===== src/rtl/time_display_mux_pkg.sv =====
// Shared constants for the six-digit time display: segment patterns
// ({g,f,e,d,c,b,a}, active-low) and the scan digit index encoding.
package time_display_mux_pkg;

  localparam logic [6:0] SEG_BLANK = 7'h7F;
  localparam logic [6:0] SEG_DASH  = 7'b0111111;

  localparam logic [6:0] SEG_TABLE [10] = '{
    7'b1000000, 7'b1111001, 7'b0100100, 7'b0110000, 7'b0011001,
    7'b0010010, 7'b0000010, 7'b1111000, 7'b0000000, 7'b0010000
  };

  typedef enum logic [2:0] {
    DIG_SEC_ONES = 3'd0,
    DIG_SEC_TENS = 3'd1,
    DIG_MIN_ONES = 3'd2,
    DIG_MIN_TENS = 3'd3,
    DIG_HRS_ONES = 3'd4,
    DIG_HRS_TENS = 3'd5
  } digit_e;

  function automatic logic [6:0] seg_of(input logic [3:0] d);
    return (d < 4'd10) ? SEG_TABLE[d] : SEG_DASH;
  endfunction

endpackage


===== src/rtl/time_display_mux_bin2bcd_2d.sv =====
// Combinational binary (0..99) to two-digit BCD converter.
module bin2bcd_2d (
  input  logic [6:0] bin,
  output logic [3:0] tens,
  output logic [3:0] ones
);

  always_comb begin
    tens = 4'(bin / 7'd10);
    ones = 4'(bin % 7'd10);
  end

endmodule


===== src/rtl/time_display_mux.sv =====
// Six-digit multiplexed 7-segment driver for sec/min/hrs with per-frame snapshot.
// Optional TWELVE_HOUR_EN: 12-hour hours display with PM indicator on digit-0 dp.
module time_display_mux
  import time_display_mux_pkg::*;
#(
  parameter int unsigned SCAN_DIV = 1000
) (
  input  logic       clk_1kHz,
  input  logic       reset,
  input  logic [5:0] sec,
  input  logic [5:0] min,
  input  logic [4:0] hrs,
  output logic [6:0] seg,
  output logic [5:0] an,
  output logic       dp
);

  logic [15:0] div_q, div_d;
  digit_e      idx_q, idx_d;
  logic [5:0]  snap_sec, snap_min;
  logic [4:0]  snap_hrs;
  logic        frame_start;
  logic [5:0]  src_sec, src_min;
  logic [4:0]  src_hrs, hrs_disp;
  logic        pm;
  logic [3:0]  sec_t, sec_o, min_t, min_o, hrs_t, hrs_o;
  logic        sec_bad, min_bad, hrs_bad;
  logic [6:0]  seg_d;
  logic [5:0]  an_d;
  logic        dp_d;

  // The snapshot cycle decodes the live inputs so digit 0 already shows the new frame.
  always_comb begin
    frame_start = (div_q == '0) && (idx_q == DIG_SEC_ONES);
    src_sec = frame_start ? sec : snap_sec;
    src_min = frame_start ? min : snap_min;
    src_hrs = frame_start ? hrs : snap_hrs;
    sec_bad = src_sec > 6'd59;
    min_bad = src_min > 6'd59;
    hrs_bad = src_hrs > 5'd23;
  end

`ifdef TWELVE_HOUR_EN
  always_comb begin
    pm = src_hrs >= 5'd12;
    if (src_hrs == '0)
      hrs_disp = 5'd12;
    else if (src_hrs > 5'd12)
      hrs_disp = src_hrs - 5'd12;
    else
      hrs_disp = src_hrs;
  end
`else
  always_comb begin
    pm       = 1'b0;
    hrs_disp = src_hrs;
  end
`endif

  bin2bcd_2d u_sec (.bin({1'b0, src_sec}),  .tens(sec_t), .ones(sec_o));
  bin2bcd_2d u_min (.bin({1'b0, src_min}),  .tens(min_t), .ones(min_o));
  bin2bcd_2d u_hrs (.bin({2'b0, hrs_disp}), .tens(hrs_t), .ones(hrs_o));

  always_ff @(posedge clk_1kHz) begin
    if (reset) begin
      div_q    <= '0;
      idx_q    <= DIG_SEC_ONES;
      snap_sec <= '0;
      snap_min <= '0;
      snap_hrs <= '0;
    end else begin
      div_q <= div_d;
      idx_q <= idx_d;
      if (frame_start) begin
        snap_sec <= sec;
        snap_min <= min;
        snap_hrs <= hrs;
      end
    end
  end

  always_comb begin
    div_d = div_q + 16'd1;
    idx_d = idx_q;
    if (div_q == 16'(SCAN_DIV - 1)) begin
      div_d = '0;
      idx_d = (idx_q == DIG_HRS_TENS) ? DIG_SEC_ONES : digit_e'(idx_q + 3'd1);
    end
  end

  always_comb begin
    an_d  = ~(6'd1 << idx_q);
    seg_d = SEG_BLANK;
    dp_d  = 1'b1;
    case (idx_q)
      DIG_SEC_ONES: begin
        seg_d = sec_bad ? SEG_DASH : seg_of(sec_o);
        dp_d  = ~pm;
      end
      DIG_SEC_TENS: seg_d = sec_bad ? SEG_DASH : seg_of(sec_t);
      DIG_MIN_ONES: begin
        seg_d = min_bad ? SEG_DASH : seg_of(min_o);
        dp_d  = src_sec[0];
      end
      DIG_MIN_TENS: seg_d = min_bad ? SEG_DASH : seg_of(min_t);
      DIG_HRS_ONES: begin
        seg_d = hrs_bad ? SEG_DASH : seg_of(hrs_o);
        dp_d  = src_sec[0];
      end
      DIG_HRS_TENS: seg_d = hrs_bad ? SEG_DASH : (hrs_t == '0) ? SEG_BLANK : seg_of(hrs_t);
      default: an_d = '1;
    endcase
  end

  always_ff @(posedge clk_1kHz) begin
    if (reset) begin
      an  <= '1;
      seg <= SEG_BLANK;
      dp  <= 1'b1;
    end else begin
      an  <= an_d;
      seg <= seg_d;
      dp  <= dp_d;
    end
  end

endmodule

===== config.mk =====
export PLATFORM = sky130hd
export DESIGN_NAME = time_display_mux
export DESIGN_NICKNAME = d
export VERILOG_FILES = /design/src/rtl/time_display_mux_pkg.sv /design/src/rtl/time_display_mux_bin2bcd_2d.sv /design/src/rtl/time_display_mux.sv
export SDC_FILE = /design/constraint.sdc
export NUM_CORES = 1
export LEC_CHECK = 0
export BUFFER_PORTS_ARGS = -buffer_cell sky130_fd_sc_hd__buf_4
export CAP_MARGIN = 30
export CORE_UTILIZATION = 25
export CTS_BUF_LIST = sky130_fd_sc_hd__clkbuf_16
export DETAILED_ROUTE_END_ITERATION = 8
export PLACE_DENSITY = 0.45
export REMOVE_ABC_BUFFERS = 1
export SETUP_SLACK_MARGIN = 0.1
export SLEW_MARGIN = 10
export SYNTH_ARGS = -nofsm -noshare
export SYNTH_HDL_FRONTEND = slang
export SYNTH_HIERARCHICAL = 1
export SYNTH_SLANG_ARGS = --single-unit

===== constraint.sdc =====
create_clock -name clk_1kHz -period 6.4 [get_ports clk_1kHz]
set_input_delay 0.96 -clock clk_1kHz [delete_from_list [all_inputs] [get_ports clk_1kHz]]
set_output_delay 0.96 -clock clk_1kHz [all_outputs]
set_load 0.005 [all_outputs]

Word-level counts from Yosys, hierarchy flattened
Memories as Yosys holds them, arrays and structs flattened.
Cells that the tools add are included.

cells by class
  eq/ne operators = 6
  $lt $le $gt $ge = 15
  mux-type cells = 30
  $add $sub $neg = 2
  bitwise gates (word level) = 9
  divide/modulo/power cells = 6
  reduce and logical (&&, ||, !) cells = 9
  shift operators = 1

operators by type and width
  cell                   number
  $mux 7                 25
  $pmux 7 s6             1
  $ge 5x5->1 const B     6
  $not 4->5              6
  $lt 4x4->1 const B     6
  $add 16x1->16 const B  1
  $eq 16x10->1 const B   1
  $logic_not 16->1       1
  $div 6x4->7 const B    2
  $mod 6x4->7 const B    2
  $gt 6x6->1 const B     2
  $mux 6                 2
  $reduce_or 2->1        4
  $div 5x4->7 const B    1
  $mod 5x4->7 const B    1
  $eq 3x2->1 const B     2
  $eq 3x3->1 const B     2
  $not 6->6              1
  $reduce_or 6->1        1
  $shl 1x3->6 const A    1
  $gt 5x5->1 const B     1
  $mux 5                 1
  $logic_not 4->1        1
  $add 3x1->3 const B    1
  other kinds (5)        6

storage, ports and cells
  word-level logic and storage cells = 92
  register bits after elaboration = 50
  memory bits (read-only) = 672
  memories kept = 6
  bits of input ports = 19
  output and inout port bits = 14

memory list
  memory           words  bits a word  read ports  clocked after memory_dff  wr ports  RTL line                    source
  (no name shown)  16     7            1           0                         0         time_display_mux_pkg.sv:23  return (d < 4'd10) ? SEG_TABLE[d] : SEG_DASH;
  (no name shown)  16     7            1           0                         0         time_display_mux_pkg.sv:23
  (no name shown)  16     7            1           0                         0         time_display_mux_pkg.sv:23
  (no name shown)  16     7            1           0                         0         time_display_mux_pkg.sv:23
  (no name shown)  16     7            1           0                         0         time_display_mux_pkg.sv:23
  (no name shown)  16     7            1           0                         0         time_display_mux_pkg.sv:23

Longest topological paths before layout
  word-level depth = 12
  depth in mapped cells = 23
  gate-level depth less buffers = 21

By module
The synthesis kept the hierarchy.

modules (own cells, without submodules)
  module            instances  sequential area each (um^2)  area an instance (um^2)  cells an instance
  time_display_mux  1          1,001.0                      3,470.8                  424
  bin2bcd_2d        3          0.0                          434.2                    56

Least setup slack after synthesis
No wires, ideal clock.

  path type = reg-to-reg
  start point = register div_q[0]
  end point = register seg[2]
  clock period less this slack = 4,468 ps
  data required time = 6,266 ps
  stages on the path, launching flop included = 22
  path buffers = 2
  path slack = 1,932 ps
  arrival time = 4,334 ps
  library setup time = 134 ps
  cell sequence = dfxtp_1 > inv_1 > ha_1 > nor4b_2 > nand3_2 > nor2_4 > buf_2 > mux2_2 > clkbuf_1 > or3_1 > o211ai_2 > inv_2 > ha_1 > o21a_1 > o21ai_1 > inv_1 > ha_1 > nor2b_1 > o211ai_1 > o21ai_0 > o21a_1 > or4_1

on the way
  elaborated cells on any way between the ends = 59
  classes of those cells = 6 x div; 9 x order compare; 29 x mux; 6 x bitwise; 3 x reduce/logical; 6 x memory

RTL lines
  element                                    RTL line                          source
  start, declared                            time_display_mux.sv:18            logic [15:0] div_q, div_d;
  start signal, assigned                     time_display_mux.sv:72            div_q <= div_d;
  $logic_not 16->1 *                         time_display_mux.sv:34            frame_start = (div_q == '0) && (idx_q == DIG_SEC_ONES);
  $logic_and 1x1->1 *                        time_display_mux.sv:34
  $mux 6 *                                   -
  via src_sec[3]                             time_display_mux.sv:23            logic [5:0] src_sec, src_min;
  $div 6x4->7 *                              time_display_mux_bin2bcd_2d.sv:9  tens = 4'(bin / 7'd10);
  via sec_t[0]                               time_display_mux.sv:26            logic [3:0] sec_t, sec_o, min_t, min_o, hrs_t, hrs_o;
  $not 4->5 (implied by the code)            time_display_mux_pkg.sv:23
  $mem_v2 16x7                               -
  $mux 7 (implied by the code) (2 in a row)  time_display_mux_pkg.sv:23
  $mux 7 *                                   time_display_mux_pkg.sv:23
  $mux 7 *                                   time_display_mux.sv:100           DIG_SEC_TENS: seg_d = sec_bad ? SEG_DASH : seg_of(sec_t);
  $pmux 7 s6 *                               time_display_mux.sv:95            case (idx_q)
  end signal, assigned                       time_display_mux.sv:122           seg <= seg_d;
  end, declared                              time_display_mux.sv:13            output logic [6:0] seg,

Mark *: on every way through the listed nets, which the timed path passes. The rest lies on a longest branch. The select of a mux whose other input is x is not followed.
A chain may end at the register's enable or synchronous reset.

Worst setup path in the final report
  start point = register idx_q[0]
  end point = register seg[2]

on the way
  elaborated cells on any way between the ends = 64
  classes of those cells = 6 x div; 9 x order compare; 5 x eq/ne; 29 x mux; 6 x bitwise; 3 x reduce/logical; 6 x memory

RTL lines
  element                                    RTL line                           source
  start, declared                            time_display_mux.sv:19             digit_e idx_q, idx_d;
  start signal, assigned                     time_display_mux.sv:73             idx_q <= idx_d;
  $logic_not 3->1 *                          time_display_mux.sv:34
  $logic_and 1x1->1 *                        time_display_mux.sv:34
  $mux 6 *                                   -
  via src_sec[3]                             time_display_mux.sv:23
  $mod 6x4->7 *                              time_display_mux_bin2bcd_2d.sv:10  ones = 4'(bin % 7'd10);
  via sec_o[2]                               time_display_mux.sv:26
  $not 4->5 (implied by the code)            time_display_mux_pkg.sv:23
  $mem_v2 16x7                               -
  $mux 7 (implied by the code) (2 in a row)  time_display_mux_pkg.sv:23
  $mux 7 *                                   time_display_mux_pkg.sv:23
  $mux 7 *                                   time_display_mux.sv:97             seg_d = sec_bad ? SEG_DASH : seg_of(sec_o);
  $pmux 7 s6 *                               time_display_mux.sv:95

Marks and branches as above.

==> flow_summary.yaml <==
layout:
  nFillCells: 1992
  post-route-cell-area_mm2: 0.00542
  antenna_cells: 0
  syn2layout_area_growth_pct: 13.6
  final_nets: 683
  drive_gt1_share_pct: 17.5
routing:
  route.met2.wl_um: 5740
  wirelength_um: 12100
  drt_first_pass_iters: 4
  drt-met1-wl_um: 5770
  vias: 4171
  antenna_left: 0
  viasPerCell: 4.83
  initialDrtViolationCount: 154
  drc: 0
  routedWlPerCell_um: 14.0
  wl_met3_um: 303
  dr.max_layer_used: "met4"
timing:
  worst_pin_slew_ns: 1.14
  rsz0062_at_grt: "false"
  drv_slew: 0
  finalSetupViolCount: 0
  hold_viol: 0
  max_slew_margin_pct: 23.2
  timing.final.crit_share_pct: 83.3
  min_period_ns: 5.33
  fin_skew_ns: 0.00337
  tns_ns: 0
  max_freq_mhz: 188
global_routing:
  grt_pass1_wl_um: 20100
  track_usage_pct: 12.7
  grt_pass1_vias: 4059
  grt_max_degree: 31
  antenna_found_initial: 0
  grt_overflow_total: 0
logic_synthesis:
  ys_seq_elements: 50
  synth.largest_area_cell: "dfxtp_1"
  syn_area_mm2: 0.00477
  synth_top_area_share_pct: 21.0
  synth_cell_types: 79
  synth_area_leaders: "dfxtp_1 21%, ha_1 9.4%, mux2_2 4.0%"
  ys_warn_count: 6
  seq_area_frac_synth_pct: 21.0
  avgSynthCellArea_um2: 8.06
  synthCells: 592
  synth_edf_count: 0
  async_reset_ff_share_pct: 0
  synthFlopType: "dfxtp_1"
cts:
  cts_tree: "yes"
  ctsHoldBuffers: 0
  cts_made_buffers: 5
  path_clk_slew_ns: 0.07
  h-tree-depth: 2
  cts_resized: 0
  post-cts-setup-buffers: 0
  cts_buffer_depth: 2
  cts.sinks: 50
  cts-root-buf: "clkbuf_16"
  clk-insertion-delay-late_ns: 0.30
place:
  place_area_mm2: 0.00524
  gp_congestion: 0.799
  hpwl_um: 9520
  placement.io_buffers: 32
critical_path:
  arrival_ns: 5.51
  path_max_fanout: 17
  cp-end-kind: "flop"
  cp.required_ns: 6.58
  worstSetupPathType: "flop to flop"
  critPathLaunchType: "flop"
die:
  io_pins: 33
  rows: 50
  die_w_um: 140
  die_area_mm2: 0.0197
  die_h_um: 140
  start_util_pct: 25.5
  core_mm2: 0.0187
pwr:
  powerDensity_mw_per_mm2: 281
  ir_drop_mv: 0.113
  p_leak_uw: 0.00217
hold_path:
  hold_class: "flop to flop"
run:
  max-cap-violations: 0
run_status:
  outcome: "finished, final reports clean"
## worst max-delay path: stages (launching register included)
cell	delay, ns
dfxtp_1	0.49
nor3_2	0.37
nand3_2	0.27
nor2_4	0.42
buf_4	0.26
mux2_2	0.44
or2b_1	0.32
xor2_1	0.18
o211ai_2	0.21
inv_2	0.06
ha_1	0.26
a21o_1	0.19
a32oi_1	0.55
inv_1	0.16
a21o_1	0.20
nand2_1	0.07
o21ai_0	0.08
o21a_1	0.20
or4_1	0.47
## cell usage after synthesis, types with 5 or more instances
library cell / n
o21ai_1: 9
buf_2: 8
o31ai_1: 5
dfxtp_1: 50
nand4bb_1: 6
xnor2_1: 7
buf_4: 6
inv_1: 36
a21o_1: 6
nor2_1: 47
mux2i_1: 13
nor3_1: 5
nand2b_1: 14
mux2_2: 17
xor2_1: 11
inv_2: 6
nand4_1: 8
nand2_1: 40
nor2b_1: 23
o21a_1: 10
or2_2: 6
nand3_1: 12
clkbuf_1: 17
o211ai_2: 6
o21ai_0: 31
ha_1: 36
or3_1: 11
a31oi_1: 13
a21oi_1: 28
## cell type report
class | count | area [um^2] | share of cell area, %
Clock inverter | 3 | 48.8 | 0.900
Tap cell | 234 | 293 | 5.40
Inverter | 42 | 158 | 2.91
Timing Repair Buffer | 35 | 260 | 4.80
Clock buffer | 5 | 125 | 2.31
Multi-Input combinational cell | 494 | 3540 | 65.2
Sequential cell | 50 | 1000 | 18.5
## path summary, 6_finish.rpt
check                                            from                  end  slack (ns)  cells after the start
worst max-delay path            idx_q[0]$_SDFFE_PP0P_    seg[2]$_SDFF_PP1_        1.07                     18
worst min-delay path              div_q[0]$_SDFF_PP0_  div_q[0]$_SDFF_PP0_        0.47                      1
worst max register to register  idx_q[0]$_SDFFE_PP0P_    seg[2]$_SDFF_PP1_        1.07                     18
worst min register to register    div_q[0]$_SDFF_PP0_  div_q[0]$_SDFF_PP0_        0.47                      1
## sequential cells by signal, indices dropped and copies added (netlist names)
| name | cells |
|---|---|
| snap_hrs | 5 |
| div_q | 16 |
| dp | 1 |
| an | 6 |
| snap_min | 6 |
| idx_q | 3 |
| seg | 7 |
| snap_sec | 6 |
## layout by cell type, fill, tap and decap left out, types with 5 or more instances in the layout
| cell | instances |
|---|---|
| or2_2 | 6 |
| nor3_1 | 5 |
| nor2b_1 | 23 |
| o31ai_1 | 5 |
| inv_1 | 36 |
| or3_1 | 11 |
| o21ai_1 | 9 |
| o211ai_2 | 6 |
| dfxtp_1 | 50 |
| mux2i_1 | 13 |
| nand3_1 | 12 |
| conb_1 | 30 |
| a21o_1 | 6 |
| nor2_1 | 47 |
| o21a_1 | 10 |
| ha_1 | 36 |
| nand2b_1 | 14 |
| inv_2 | 6 |
| xor2_1 | 11 |
| a31oi_1 | 13 |
| clkbuf_16 | 5 |
| xnor2_1 | 7 |
| mux2_2 | 17 |
| nand4_1 | 8 |
| a21oi_1 | 28 |
| buf_4 | 34 |
| nand4bb_1 | 6 |
| nand2_1 | 40 |
| o21ai_0 | 31 |
## where the power goes
group / switching [uW] / internal [uW] / leakage [uW]
combinational: 497 / 341 / 0.00168
sequential: 16.7 / 344 / 0.000409
clock: 137 / 188 / 0.0000819
## logic make-up after synthesis
| logic type | Yosys count | share of synthesized area [%] |
|---|---|---|
| fa+ha+maj | 36 | 9.44 |
| mux | 30 | 6.74 |
| compound gates | 166 | 25.9 |
| xor+xnor | 18 | 3.30 |
| simple gates | 214 | 26.4 |
| buf+inv | 77 | 7.21 |
| flops | 50 | 21.0 |
| other cells | 1 | 0.0786 |
## stage by stage
stage	hold WS, ns	setup WS, ns	util (%)	total power (uW)	std cells
2_1_floorplan	0.430	1.94	-	991	586
3_3_place_gp	0.446	1.27	28.0	1190	854
3_5_place_dp	0.449	1.09	28.0	1200	854
4_1_cts	0.465	1.05	29.0	1530	862
5_1_grt	0.488	0.687	29.0	1660	863
6_report	0.470	1.07	29.0	1520	863
## metal layers
metal | vias to the layer above | GRT usage, %
li1 | 2173 | -
met1 | 1948 | 15.9
met2 | 34 | 21.5
met3 | 16 | 2.43
met4 | 0 | 4.51
met5 | - | 0
(Power assumes the default switching activity.)
